==> config.mk <==
export PLATFORM = sky130hd
export DESIGN_NAME = tlc_go_requester
export DESIGN_NICKNAME = d
export VERILOG_FILES = /design/src/rtl/tlc_pkg.sv /design/src/rtl/tlc_debounce.sv /design/src/rtl/tlc_go_requester.sv
export SDC_FILE = /design/constraint.sdc
export NUM_CORES = 1
export LEC_CHECK = 0
export ABC_CLOCK_PERIOD_IN_PS = 2080
export CAP_MARGIN = 15
export CORE_UTILIZATION = 50
export CTS_CLUSTER_SIZE = 10
export DETAILED_ROUTE_END_ITERATION = 10
export HOLD_SLACK_MARGIN = 0.02
export PLACE_DENSITY = 0.71
export SYNTH_ARGS = -nofsm -noshare
export SYNTH_HDL_FRONTEND = slang
export SYNTH_SLANG_ARGS = --single-unit
==> constraint.sdc <==
create_clock -name CLK -period 2.08 [get_ports CLK]
set_clock_uncertainty 0.2 [all_clocks]
set_input_delay 0.208 -clock CLK [delete_from_list [all_inputs] [get_ports CLK]]
set_output_delay 0.208 -clock CLK [all_outputs]
set_load 0.1 [all_outputs]
==> src/rtl/tlc_pkg.sv <==
// tlc_pkg: shared state encoding and counter width for the TLC request front end.
package tlc_pkg;
    localparam int TLC_CNT_W = 16;
    typedef enum logic [1:0] {IDLE = 2'b00, ARMED = 2'b01, ISSUE = 2'b10} tlc_req_state_t;
endpackage

==> src/rtl/tlc_debounce.sv <==
// tlc_debounce: two-flop synchroniser plus counter debouncer with a rising-edge pulse.
module tlc_debounce
    import tlc_pkg::*;
#(
    parameter int DEBOUNCE_CYCLES = 16
) (
    input  logic CLK,
    input  logic RST_N,
    input  logic btn,
    output logic btn_db,
    output logic rise
);
    localparam logic [TLC_CNT_W-1:0] LAST = TLC_CNT_W'(DEBOUNCE_CYCLES - 1);
    logic s1, s2, db_q;
    logic [TLC_CNT_W-1:0] cnt;
    always_ff @(posedge CLK or negedge RST_N) begin
        if (!RST_N) begin
            s1     <= 1'b0;
            s2     <= 1'b0;
            db_q   <= 1'b0;
            btn_db <= 1'b0;
            cnt    <= '0;
        end else begin
            s1   <= btn;
            s2   <= s1;
            db_q <= btn_db;
            if (s2 == btn_db) begin
                cnt <= '0;
            end else if (cnt == LAST) begin
                cnt    <= '0;
                btn_db <= ~btn_db;
            end else begin
                cnt <= cnt + 1'b1;
            end
        end
    end
    assign rise = btn_db & ~db_q;
endmodule

==> src/rtl/tlc_go_requester.sv <==
// tlc_go_requester: debounced button request latch driving GO under a READY/GO handshake.
// Optional idle auto-request enabled by defining TLC_AUTO_GO_EN.
module tlc_go_requester
    import tlc_pkg::*;
#(
    parameter int DEBOUNCE_CYCLES = 16,
    parameter int AUTO_GO_CYCLES  = 1024
) (
    input  logic CLK,
    input  logic RST_N,
    input  logic BTN,
    input  logic READY,
    output logic GO,
    output logic REQ_PENDING,
    output logic REQ_ACK,
    output logic BTN_DB
);
    tlc_req_state_t state, nxt;
    logic rise, arm, again;
    tlc_debounce #(.DEBOUNCE_CYCLES(DEBOUNCE_CYCLES)) u_db (
        .CLK(CLK),
        .RST_N(RST_N),
        .btn(BTN),
        .btn_db(BTN_DB),
        .rise(rise)
    );
`ifdef TLC_AUTO_GO_EN
    logic [TLC_CNT_W-1:0] auto_cnt;
    logic auto_fire;
    assign auto_fire = (state == IDLE) && READY && (auto_cnt == TLC_CNT_W'(AUTO_GO_CYCLES - 1));
    assign arm = rise | auto_fire;
    // Counting only while staying in IDLE clears the count on firing, on a press and on READY=0.
    always_ff @(posedge CLK or negedge RST_N) begin
        if (!RST_N) auto_cnt <= '0;
        else        auto_cnt <= (nxt == IDLE && READY) ? auto_cnt + 1'b1 : '0;
    end
`else
    assign arm = rise;
`endif
    always_comb begin
        nxt = IDLE;
        case (state)
            IDLE:    nxt = arm ? ARMED : IDLE;
            ARMED:   nxt = READY ? ISSUE : ARMED;
            ISSUE:   nxt = READY ? ISSUE : ((again || rise) ? ARMED : IDLE);
            default: nxt = IDLE;
        endcase
    end
    always_ff @(posedge CLK or negedge RST_N) begin
        if (!RST_N) begin
            state   <= IDLE;
            GO      <= 1'b0;
            REQ_ACK <= 1'b0;
            again   <= 1'b0;
        end else begin
            state   <= nxt;
            GO      <= (nxt == ISSUE);
            REQ_ACK <= (state == ISSUE) && (nxt != ISSUE);
            again   <= (state == ISSUE) && (nxt == ISSUE) && (again || rise);
        end
    end
    assign REQ_PENDING = (state != IDLE);
endmodule

# Word-level counts from Yosys, hierarchy flattened
# Cells that the tools add are included.
dict set report totals {
  mem_count 0
  ramBits 0
  latch_bits 0
  rom_bits 0
  ff_bits 25
  out_inout_bits 4
  input_bits 4
  wordCells 34
}
dict set report classes {
  order_cmp 0
  n_eq_ne 6
  reduce_logical 7
  muxes 7
  n_div 0
  addsub 1
  shifts 0
  mul 0
  n_bitwise 4
}
# op count
set ops {}
lappend ops {{16-bit 2-to-1 mux} 2}
lappend ops {{16-bit by 1-bit adder with 16-bit output, second input constant} 1}
lappend ops {{16-bit by 4-bit equality test with 1-bit output, second input constant} 1}
lappend ops {{2-bit case mux with 3 select lines} 1}
lappend ops {{2-bit equality test, second input constant} 2}
lappend ops {{2-bit 2-to-1 mux} 2}
lappend ops {{1-bit logical AND} 3}
lappend ops {{1-bit NOT} 3}
lappend ops {{2-bit by 1-bit equality test with 1-bit output, second input constant} 1}
lappend ops {{2-bit logical NOT} 1}
lappend ops {{1-bit 2-to-1 mux} 2}
lappend ops {{2-bit != test, second input constant} 1}
lappend ops {{2-bit AND reduction} 1}
lappend ops {{2-bit nonzero test} 1}
lappend ops {{1-bit AND} 1}
lappend ops {{1-bit equality test} 1}
lappend ops {{1-bit logical OR} 1}

# Longest topological paths before layout
dict set report logic_depth {
  word_depth 9
  depth_mapped 6
  depth_no_buf 5
}

# Hierarchy
# Synthesis repeated with hierarchy kept, for this count alone.
dict set report unflattened {
  cells_unflattened 102
  hier_area_um2 1168.6
}
# mod instances cells_each area_per_inst_um2
set by_module_without_submodules {}
lappend by_module_without_submodules {tlc_debounce 1 85 953.4}
lappend by_module_without_submodules {tlc_go_requester 1 17 215.2}

# Least setup slack after synthesis
# Ideal clock, no wire load.
dict set report synth_path {
  kind {flip-flop to flip-flop}
  from {register u_db.btn_db}
  to {register u_db.cnt[10]}
  setup_time_ps 71
  required_time_ps 1809
  setup_slack_ps 248
  stages_incl_launch_ff 5
  arrival_time_ps 1561
  n_path_buf 1
  period_less_slack_ps 1832
  path_cell_list {dfrtp_1 > xor2_1 > nand2_2 > buf_4 > nor2_1}
}
dict set report synth_between {
  elab_chain_len 2
}
# item line
set synth_rtl {}
lappend synth_rtl {{start: declaration} tlc_debounce.sv:10} ;# output logic btn_db,
lappend synth_rtl {{start signal: assignment} tlc_debounce.sv:31} ;# btn_db <= ~btn_db;
lappend synth_rtl {{1-bit equality test} tlc_debounce.sv:27} ;# if (s2 == btn_db) begin
lappend synth_rtl {{16-bit 2-to-1 mux} tlc_debounce.sv:27}
lappend synth_rtl {{end signal: assignment} tlc_debounce.sv:33} ;# cnt <= cnt + 1'b1;
lappend synth_rtl {{end: declaration} tlc_debounce.sv:15} ;# logic [TLC_CNT_W-1:0] cnt;
# Every way passes these cells.
# A chain may end at the register's enable or synchronous reset.

# Worst setup path after layout
dict set report layout_path {
  from {register u_db.cnt[0]}
  to {register u_db.cnt[3]}
}
dict set report layout_between {
  elab_chain_len 3
}
# item line
set layout_rtl {}
lappend layout_rtl {{16-bit by 1-bit adder with 16-bit output / 16-bit by 4-bit equality test with 1-bit output (equally long branches)} {tlc_debounce.sv:33, tlc_debounce.sv:29}}
lappend layout_rtl {{16-bit 2-to-1 mux (*)} tlc_debounce.sv:29} ;# end else if (cnt == LAST) begin
lappend layout_rtl {{16-bit 2-to-1 mux (*)} tlc_debounce.sv:27}
# Every way passes the cells marked *; elsewhere a longest branch is shown, timed or not.

==> impl_metrics.csv <==
group,metric,value,unit
synthesis,synth.distinct_cells,26,
clock_tree,cts_tree,"yes",
grt,overflow,0,
die,die_h,49.6,µm
synthesis,ys_warn_count,0,
clock_tree,cts_buffers,3,
synthesis,syn_inst,101,
synthesis,synth_area_per_cell,11.2,µm²
clock_tree,cts.repair.resized,0,
synthesis,synth-main-ff-cell,"dfrtp_1",
sta,timing.fmax,578,MHz
critical_path,crit_chain,"ha_1 > and3_1 > nand4_1 > nand2_2 > nor2_1",
detailed_routing,wl_met2,739,µm
final_layout,nets,118,
grt,first_global_vias,662,
critical_path,critPathArrivalTime,1.72,ns
job,maxCapViolCount,0,
synthesis,synth_area_leaders,"dfrtp_1 (55%), xnor2_1 (9.3%), nor2_1 (6.3%), nor4_2 (4.4%), xor2_1 (2.3%)",
final_layout,area_growth,10.6,%
power_and_ir_drop,vdd_drop_max,0.000441,V
critical_path,critical_path_class,"reg -> reg",
critical_path,cp-start-kind,"flop",
final_layout,layout.cells.non_filler,139,
synthesis,synth_edf_count,0,
clock_tree,cts_hold_buf,0,
final_layout,diodes,0,
critical_path,cp_max_fo,15,
critical_path,critical_path_required,2.07,ns
clock_tree,clkTransAtPathRegs,0.12,ns
synthesis,synth.yosys.seq_area_share,0.551,
sta,worst_pin_slew,0.359,ns
grt,grt_util_all_layers,0.160,
detailed_routing,routedWlPerCell,12.4,µm
critical_path,cp_top_family,"simple AND/OR/NAND/NOR gates",
detailed_routing,drc,0,
grt,grt_max_degree,26,
clock_tree,h-tree-depth,1,
synthesis,synth_top_cell_by_area,"dfrtp_1",
worst_hold_path,hold_class,"in -> async",
sta,finalSetupTns,0,ns
clock_tree,clockRootBuffer,"clkbuf_4",
detailed_routing,wirelength,1730,µm
sta,slew_headroom,0.760,
power_and_ir_drop,powerDensity,587,nW/µm²
die,core_region_area,2040,µm²
detailed_routing,top_layer_used,"met4",
power_and_ir_drop,p_leak,0.527,nW
detailed_routing,viasPerCell,5.15,
clock_tree,cts_sinks,25,
clock_tree,clkLatencyLatePin,0.30,ns
synthesis,synthMostInstantiatedCell,"dfrtp_1",
detailed_routing,m1WireLength,910,µm
placement,place_congestion,0.791,
critical_path,r2r-start,"u_db.cnt[0]$_DFF_PN0_",
detailed_routing,route.vias.total,716,
grt,grt_pass1_wl,2970,µm
synthesis,syn_nets,106,
detailed_routing,drt.antenna.violating_nets,0,
outcome,status,"completed",
placement,dp_hpwl,1240,µm
sta,finalCritPeriodShare,0.832,
synthesis,synth_top_area_share,0.551,
synthesis,synthTopCellsByCount,"dfrtp_1 (25), nor2_1 (19), xnor2_1 (12)",
placement,dp_cells,135,
die,die_area,2460,µm²
die,initial_core_util,0.556,
sta,report.final.slew_viol_count,0,
grt,antenna_found_initial,0,
critical_path,end_kind,"flop",
die,dieWidth,49.6,µm
detailed_routing,drtIter0Drc,15,
synthesis,async_reset_ff_frac,1.00,
detailed_routing,wl_met3,60,µm
sta,rsz0062_at_grt,"false",
detailed_routing,drt-pass1-iter-count,4,
sta,final-hold-violation-count,0,
clock_tree,clock_path_buffers,2,
synthesis,synth-seq-cells,25,
sta,period_needed,1.73,ns
synthesis,synthesis.area,1130,µm²
critical_path,max_stage_delay,0.41,ns
placement,io_buffer_count,7,
critical_path,cpMaxStageDelayCell,"dfrtp_1",
critical_path,critPathLaunch,"u_db.cnt[0]$_DFF_PN0_",
die,fp-row-count,16,
final_layout,drive_gt1_frac,0.143,
clock_tree,cts_setup_buffers,0,
die,ios,8,
sta,setup_violations,0,
critical_path,cp_num_buf_inv,0,
power_and_ir_drop,totalPowerFinal,0.736,mW
-- per-stage QoR --
stage	hold WS [ns]	utilization	worst slack [ns]	instance area, µm²
after global placement	0.134	0.602	0.410	1230
after detailed placement	0.136	0.602	0.363	1230
after CTS	0.0434	0.615	0.339	1250
after global routing	0.0672	0.615	0.235	1250
after floorplan	-0.288	-	0.248	1130
final	0.0423	0.615	0.350	1250
-- logic make-up (layout without fill, tap and decap cells) --
group,after synthesis,count (layout),synth area share
simple gates,50,50,0.266
flops,25,25,0.551
xor+xnor,15,15,0.116
compound gates,5,5,0.0298
buf+inv,4,15,0.0165
fa+ha+maj,1,1,0.0110
mux,1,1,0.00992
-- cell usage in the layout (no fill, tap or decap), types with 4 or more instances in the layout --
master and count:
dfrtp_1 25, xnor2_1 12, nor4_2 4, nor3_1 4, nor2_1 19, buf_4 5, nand3_1 5
-- per-layer routing --
layer | vias up | global-route usage
met5 | - | 0
met4 | 0 | 0.0571
met3 | 2 | 0.0370
met2 | 10 | 0.230
met1 | 337 | 0.235
li1 | 367 | -
-- report_power, final --
group,switching (mW),internal [mW]
clock,0.130,0.0747
sequential,0.00565,0.493
combinational,0.0206,0.0127
total,0.156,0.580
-- state kept, by name, indices dropped and copies added (netlist names) --
signal,count
u_db.btn_db,1
again,1
u_db.cnt,16
u_db.s1,1
REQ_ACK,1
u_db.db_q,1
u_db.s2,1
state,2
GO,1
-- final cells by class --
cell class	instances	area, µm²
tap	27	33.8
timing repair buffer	8	67.6
sequential	25	626
multi-input combinational	72	490
clock buffer	4	26.3
fill	181	787
inverter	3	11.3
-- final timing paths --
kind | end | cells after the start | slack, ns
worst max-delay path | u_db.cnt[3]$_DFF_PN0_ | 5 | 0.35
worst min-delay path | REQ_ACK$_DFF_PN0_ | 2 | 0.04
worst max register to register | u_db.cnt[3]$_DFF_PN0_ | 5 | 0.35
worst min register to register | u_db.s2$_DFF_PN0_ | 0 | 0.16
max in group asynchronous | u_db.db_q$_DFF_PN0_ | 2 | 1.40
min in group CLK | u_db.s1$_DFF_PN0_ | 1 | 0.14
Power figures use the tool's default switching activity.
